File: config.mk
export PLATFORM = sky130hd
export DESIGN_NAME = fetch_unit_flat
export DESIGN_NICKNAME = d
export VERILOG_FILES = /design/src/rtl/fetch_if.sv /design/src/rtl/fetch_unit.sv /design/src/flat_wrapper.sv
export SDC_FILE = /design/constraint.sdc
export NUM_CORES = 1
export LEC_CHECK = 0
export CORE_MARGIN = 2
export CORE_UTILIZATION = 45
export DETAILED_ROUTE_END_ITERATION = 7
export PLACE_DENSITY = 0.8
export REMOVE_ABC_BUFFERS = 1
export SYNTH_ARGS = -nofsm -noshare
export SYNTH_HDL_FRONTEND = slang
export SYNTH_SLANG_ARGS = --single-unit
export TNS_END_PERCENT = 1
File: constraint.sdc
create_clock -name clk -period 7.57 [get_ports clk]
set_input_delay 1.514 -clock clk [delete_from_list [all_inputs] [get_ports clk]]
set_output_delay 1.514 -clock clk [all_outputs]
set_load 0.05 [all_outputs]
File: src/rtl/fetch_if.sv
// Fetch-stage bus: instruction-memory request/response and IF/ID-facing outputs.
// master is the fetch unit; slave is the surrounding pipeline and memory.
interface fetch_if;
  localparam int unsigned XLEN = 64;
  localparam int unsigned ILEN = 32;

  logic            stall;
  logic            redirect_valid;
  logic [XLEN-1:0] redirect_pc;
  logic            imem_req;
  logic [XLEN-1:0] imem_addr;
  logic            imem_rvalid;
  logic [ILEN-1:0] imem_rdata;
  logic            if_valid;
  logic [ILEN-1:0] if_inst;
  logic [XLEN-1:0] if_pc;

  modport master (
    input  stall, redirect_valid, redirect_pc, imem_rvalid, imem_rdata,
    output imem_req, imem_addr, if_valid, if_inst, if_pc
  );

  modport slave (
    output stall, redirect_valid, redirect_pc, imem_rvalid, imem_rdata,
    input  imem_req, imem_addr, if_valid, if_inst, if_pc
  );
endinterface

File: src/rtl/fetch_unit.sv
// Instruction-fetch stage: owns the pc, issues one imem read at a time and
// holds the fetched word for decode; redirects flush any in-flight response.
module fetch_unit #(
  parameter logic [63:0] PC_RESET = 64'h0,
  parameter logic [31:0] NOP_INST = 32'h0000_0013
) (
  input  logic     clk,
  input  logic     arst,
  fetch_if.master  bus
);
  localparam int unsigned XLEN = 64;
  localparam int unsigned ILEN = 32;
  localparam logic [XLEN-1:0] PC_STEP    = XLEN'(4);
  localparam logic [XLEN-1:0] ALIGN_MASK = ~XLEN'(3);

  typedef enum logic [2:0] {IDLE, REQ, WAIT, FULL, FLUSH} state_e;

  state_e          state_q, state_d;
  logic [XLEN-1:0] pc_q, pc_d;
  logic            valid_q, valid_d;
  logic [ILEN-1:0] inst_q, inst_d;
  logic [XLEN-1:0] ifpc_q, ifpc_d;

  always_ff @(posedge clk or posedge arst) begin
    if (arst) begin
      state_q <= IDLE;
      pc_q    <= PC_RESET;
      valid_q <= 1'b0;
      inst_q  <= NOP_INST;
      ifpc_q  <= '0;
    end else begin
      state_q <= state_d;
      pc_q    <= pc_d;
      valid_q <= valid_d;
      inst_q  <= inst_d;
      ifpc_q  <= ifpc_d;
    end
  end

  // Next state; rvalid outside WAIT/FLUSH is ignored.
  always_comb begin
    state_d = state_q;
    pc_d    = pc_q;
    valid_d = valid_q;
    inst_d  = inst_q;
    ifpc_d  = ifpc_q;

    case (state_q)
      IDLE: state_d = REQ;
      REQ:  state_d = WAIT;
      WAIT: begin
        if (bus.imem_rvalid) begin
          inst_d  = bus.imem_rdata;
          ifpc_d  = pc_q;
          valid_d = 1'b1;
          pc_d    = pc_q + PC_STEP;
          state_d = FULL;
        end
      end
      FULL: begin
        if (!bus.stall) begin
          valid_d = 1'b0;
          inst_d  = NOP_INST;
          state_d = REQ;
        end
      end
      FLUSH: begin
        if (bus.imem_rvalid) state_d = REQ;
      end
      default: state_d = IDLE;
    endcase

    // Redirect beats stall; an outstanding request forces a flush.
    if (bus.redirect_valid) begin
      pc_d    = bus.redirect_pc & ALIGN_MASK;
      valid_d = 1'b0;
      inst_d  = NOP_INST;
      ifpc_d  = ifpc_q;
      case (state_q)
        REQ:     state_d = FLUSH;
        WAIT:    state_d = bus.imem_rvalid ? REQ : FLUSH;
        FLUSH:   state_d = bus.imem_rvalid ? REQ : FLUSH;
        default: state_d = REQ;
      endcase
    end
  end

  assign bus.imem_req  = (state_q == REQ);
  assign bus.imem_addr = pc_q;
  assign bus.if_valid  = valid_q;
  assign bus.if_inst   = inst_q;
  assign bus.if_pc     = ifpc_q;
endmodule

File: src/flat_wrapper.sv
// flat-port wrapper written by rule: the top's interface ports become plain ports
module fetch_unit_flat 
#(
  parameter logic [63:0] PC_RESET = 64'h0,
  parameter logic [31:0] NOP_INST = 32'h0000_0013
)
  (clk, arst, bus_stall, bus_redirect_valid, bus_redirect_pc, bus_imem_rvalid, bus_imem_rdata, bus_imem_req, bus_imem_addr, bus_if_valid, bus_if_inst, bus_if_pc);
  fetch_if bus_i ();
  input  logic clk;
  input  logic arst;
  input wire logic [$bits(bus_i.stall)-1:0] bus_stall;
  input wire logic [$bits(bus_i.redirect_valid)-1:0] bus_redirect_valid;
  input wire logic [$bits(bus_i.redirect_pc)-1:0] bus_redirect_pc;
  input wire logic [$bits(bus_i.imem_rvalid)-1:0] bus_imem_rvalid;
  input wire logic [$bits(bus_i.imem_rdata)-1:0] bus_imem_rdata;
  output wire logic [$bits(bus_i.imem_req)-1:0] bus_imem_req;
  output wire logic [$bits(bus_i.imem_addr)-1:0] bus_imem_addr;
  output wire logic [$bits(bus_i.if_valid)-1:0] bus_if_valid;
  output wire logic [$bits(bus_i.if_inst)-1:0] bus_if_inst;
  output wire logic [$bits(bus_i.if_pc)-1:0] bus_if_pc;
  assign bus_i.stall = bus_stall;
  assign bus_i.redirect_valid = bus_redirect_valid;
  assign bus_i.redirect_pc = bus_redirect_pc;
  assign bus_i.imem_rvalid = bus_imem_rvalid;
  assign bus_i.imem_rdata = bus_imem_rdata;
  assign bus_imem_req = bus_i.imem_req;
  assign bus_imem_addr = bus_i.imem_addr;
  assign bus_if_valid = bus_i.if_valid;
  assign bus_if_inst = bus_i.if_inst;
  assign bus_if_pc = bus_i.if_pc;
  fetch_unit #(.PC_RESET(PC_RESET), .NOP_INST(NOP_INST)) u_core (.clk(clk), .arst(arst), .bus(bus_i));
endmodule
# [Yosys cells after proc, flatten, opt, wreduce, memory -nomap -nowiden]
# Index checks and enable logic that the tools add are counted.
[op_classes] n_addsub=1 multipliers=0 div=0 n_lt_le_gt_ge=0 eq_ne=7 shifts=0 n_mux=18 bitwise_logic=1 n_reduce_logical=9
[op_table] op="$mux W64" count=3
[op_table] op="$mux W32" count=3
[op_table] op="$add A64 B3 Y64 const B" count=1
[op_table] op="$pmux W32 S2" count=1
[op_table] op="$mux W3" count=5
[op_table] op="$pmux W3 S5" count=1
[op_table] op="$ne A3 B3 Y1 const B" count=3
[op_table] op="$reduce_and A3 Y1" count=3
[op_table] op="$eq A3 B2 Y1 const B" count=2
[op_table] op="$pmux W3 S2" count=1
[op_table] op="$reduce_bool A2 Y1" count=2
[op_table] op="$eq A3 B1 Y1 const B" count=1
[op_table] op="$eq A3 B3 Y1 const B" count=1
[op_table] op="$logic_not A3 Y1" count=1
[op_table] op="$mux W1" count=3
[op_table] op="$reduce_bool A3 Y1" count=1
[op_table] op="$pmux W1 S2" count=1
[op_table] op="$reduce_and A2 Y1" count=1
[op_table] op="$reduce_or A2 Y1" count=1
[op_table] op="$not A1 Y1" count=1
[totals] register_bits=164 latch_bits=0 ram_bits=0 rom_bits=0 input_bits=101 wordCells=41 mem_count=0

# [Logic depth before layout (Yosys ltp)]
[depth] word_depth=4 depth_mapped=9

# [Least setup slack after synthesis]
# Ideal clock, no wire load.
[synth_path] path_type="input to register" from="input bus_imem_rvalid" to="register u_core.pc_q[37] (netlist: u_core.bus.imem_addr[37])" arrival_ps=3177 t_required_ps=7446 slack_ps=4269 cell_stages=8 cell_sequence="and4bb_1 buf_6 nand4_2 or3_1 buf_2 buf_6 o31a_1 o31a_1"
[synth_via] elab_chain_len=2
[synth_lines] item="from (decl)" line_no="flat_wrapper.sv:14" rtl="input wire logic [$bits(bus_i.imem_rvalid)-1:0] bus_imem_rvalid;"
[synth_lines] item="$reduce_bool A2 Y1 (no line)"
[synth_lines] item="$reduce_and A2 Y1 (no line)"
[synth_lines] item="to (signal assigned)" line_no="fetch_unit.sv:33" rtl="pc_q <= pc_d;"
[synth_lines] item="to (decl)" line_no="fetch_unit.sv:19" rtl="logic [XLEN-1:0] pc_q, pc_d;"
# Every way passes these cells.
# A chain may end at the register's enable or synchronous reset.

# [Worst setup path in the final report]
[layout_path] from="input bus_imem_rvalid" to="register u_core.pc_q[59] (netlist: u_core.bus.imem_addr[59])"
# Same word-level chain as after synthesis.

==> impl_metrics.toml <==
[floorplan]
die_area_um2 = 17600
die_y_um = 133
io_pins = 263
start_util = 0.455
rows = 47
core_area_um2 = 16300
die_w_um = 133

[global_route]
grt_overflow = 0
grt_pass1_wl_um = 35600
grt_use_total = 0.253
grt_max_degree = 87
grt_antenna_before_repair = 0
grt_pass1_vias = 6709

[synthesis]
yosysTopAreaCell = "dfrtp_1"
muxShareOfSynthArea = 0.00134
synth_top_family_by_area = "simple AND/OR/NAND/NOR gates"
yosys.area_share.simple = 0.257
synth-compound-area-share = 0.129
yosys_warnings = 0
ys_seq_area_frac = 0.538
synth_most_common_cell = "nand2_1"
netlist_area_um2 = 7440
synthCells = 812
synth_ff_type = "dfrtp_1"
synth_xor_area_frac = 0.0306
synth_cell_types = 48
yosys.area_share.adder = 0.00168
synth_common_cells = "nand2_1 (236), dfrtp_1 (157), o21ai_0 (45), nor2_1 (42), clkbuf_1 (39)"
synth-seq-cells = 160
avgSynthCellArea_um2 = 9.17
ys_async_sr_fraction = 1.00
synth_top_area_share = 0.528
synth.area.top_cells = "dfrtp_1 (53%), nand2_1 (12%), a22o_1 (3.4%)"
synth-edff-count = 0

[setup_path]
reg2reg_setup_slack_ns = 4.51
crit_chain = "clkdlybuf4s50_1 -> and4bb_1 -> nand2_1 -> or4_1 -> or4_1 -> a31oi_1"
reg2regPathDepth = 5
path_buf_inv = 1
critPathSlowestCell = "or4_1"
cp-end-kind = "register"
timing.rr.start = "u_core.state_q[2]$_DFFE_PP0P_"
cp_common_cell = "or4_1"
regToRegEndpoint = "u_core.bus.imem_addr[59]$_DFFE_PP0P_"
critPathTopFamily = "simple AND/OR/NAND/NOR gates"
critPathArrivalTime_ns = 4.42
setup.worst_path.start_class = "input port"
cpPeakStageDelay_ns = 0.91
path_class = "input port to register"
cp_max_fo = 20
worstPathRequired_ns = 7.91

[min_path]
min_to = "u_core.bus.if_inst[0]$_DFFE_PP1P_"
min_path_cells = 2
min_from = "u_core.bus.if_inst[0]$_DFFE_PP1P_"
hp-class = "register to register"

[clocking]
clk_latency_ns = 0.42
cts_hold_buf = 0
clock_tree.buffer_depth = 2
cts_tree = "yes"
cts_made_buffers = 17
cts_sinks = 160
cts_setup_buffers = 0
cts-root-buf = "clkbuf_16"
post_cts_resized = 0
htree_levels = 4
clkTransAtPathRegs_ns = 0.06

[cells_and_area]
area_growth_pct = 43.6
nFillCells = 1372
stdcell_count = 1268
diodes = 0
drive_above_1_share = 0.0448
utilization = 0.654
fin_nets = 1137

[routing]
wire_per_inst_um = 17.4
drtIter0Drc = 472
postRouteAntennaNets = 0
wirelength_um = 22000
drc_errors = 0
viasPerCell = 5.40
dr.pass1.iters = 5
vias = 6842

[power]
p_total_w = 0.00344
cellLeakagePower_nw = 4.57
power.density_nw_per_um2 = 322
irDropWorstVdd_mv = 0.227

[sta]
finalHoldViolCount = 0
max_freq_ghz = 0.245
rsz0062_at_grt = "no"
slew_headroom = 0.348
slew_violations = 0
tns_ns = 0
period_needed_ns = 4.09
period_share = 0.540
finalSetupViolCount = 0
finalClockSkew_ns = 0.00967
tightest_slew_ns = 0.977

[flow_run]
max_cap_violations = 0

[placement]
globalplace.congestion = 0.781
io_buffers = 256
hpwl_um = 14900
placed_cells = 1236

[run_status]
status = "completed"
[worst max-delay path by stage]
stage	from	to	slack [ns]	depth (start not counted)
after detailed placement	bus_imem_rvalid	u_core.bus.imem_addr[55]$_DFFE_PP0P_	3.09	6
after CTS	bus_imem_rvalid	u_core.bus.imem_addr[59]$_DFFE_PP0P_	3.49	6
final	bus_imem_rvalid	u_core.bus.imem_addr[59]$_DFFE_PP0P_	3.48	6
after global placement	bus_imem_rvalid	u_core.bus.imem_addr[59]$_DFFE_PP0P_	3.13	6
after floorplan	arst	u_core.bus.if_inst[10]$_DFFE_PP0P_	1.74	1
after global routing	bus_imem_rvalid	u_core.bus.imem_addr[55]$_DFFE_PP0P_	3.36	6
[tightest hold or removal path, cell delays in order (launching register included)]
cell and delay (ns):
dfstp_2 0.37, inv_1 0.04, a21oi_1 0.05
[through the flow]
stage               hold WS [ns]  setup WS [ns]  area (um2)
floorplan                  0.522           1.74        7180
global placement           0.447           3.13       10100
detailed placement         0.457           3.09       10100
CTS                        0.467           3.49       10700
global route               0.494           3.36       10700
finish                     0.463           3.48       10700
[final cells by class]
class | instances | area, um2 | share of cell area
inverters | 11 | 46.3 | 0.00433
repair buffers | 261 | 2590 | 0.243
flip-flops and latches | 160 | 4010 | 0.375
clock buffers | 20 | 437 | 0.0408
clock inverters | 12 | 185 | 0.0173
well taps | 220 | 275 | 0.0257
multi-input cells | 584 | 3150 | 0.294
[per-layer routing]
metal / GRT usage / share of wire
met2: 0.414 / 0.49
met3: 0.0544 / 0.059
met5: 0 / 0
met1: 0.336 / 0.43
met4: 0.0896 / 0.021
[registers in the layout (all words and copies together) (netlist names)]
signal and cells:
u_core.bus.if_pc 62, u_core.bus.imem_addr 62, u_core.bus.if_inst 32, u_core.state_q 3, u_core.bus.if_valid 1
[cell usage in the layout, fill, tap and decap left out, types with 4 or more instances in the layout]
master and n:
xor2_1 13, nor3_1 7, and2_1 5, bufinv_16 4, nor2_1 42, buf_4 5
inv_1 9, or3_1 13, clkbuf_16 17, nor4_1 10, a31oi_1 29, a221o_1 4
and4_1 10, xnor2_1 13, and3_1 13, conb_1 4, o21ai_0 45, nand3_1 26
nand4_1 17, or4_1 21, dfrtp_1 157, o31ai_1 16, a22o_1 29, clkdlybuf4s50_1 255
clkinvlp_4 4, a21oi_1 5, nand2_1 235
[logic make-up (layout without fill, tap and decap cells)]
family,count (synthesis),after routing
adders and majority gates,1,1
other,1,4
xor gates and xnor gates,26,26
DFF,160,160
muxes,1,1
buffers and inverters,71,304
AOI/OAI and AO/OA,141,141
and+or+nand+nor,411,411
[report_power, final]
group	leakage, nW	switching [W]	internal, W	total [W]
logic	2.27	0.000899	0.000445	0.00134
clock network	0.287	0.000354	0.000555	0.000909
registers	2.01	0.000149	0.00104	0.00119
Power figures use the tool's default switching activity.
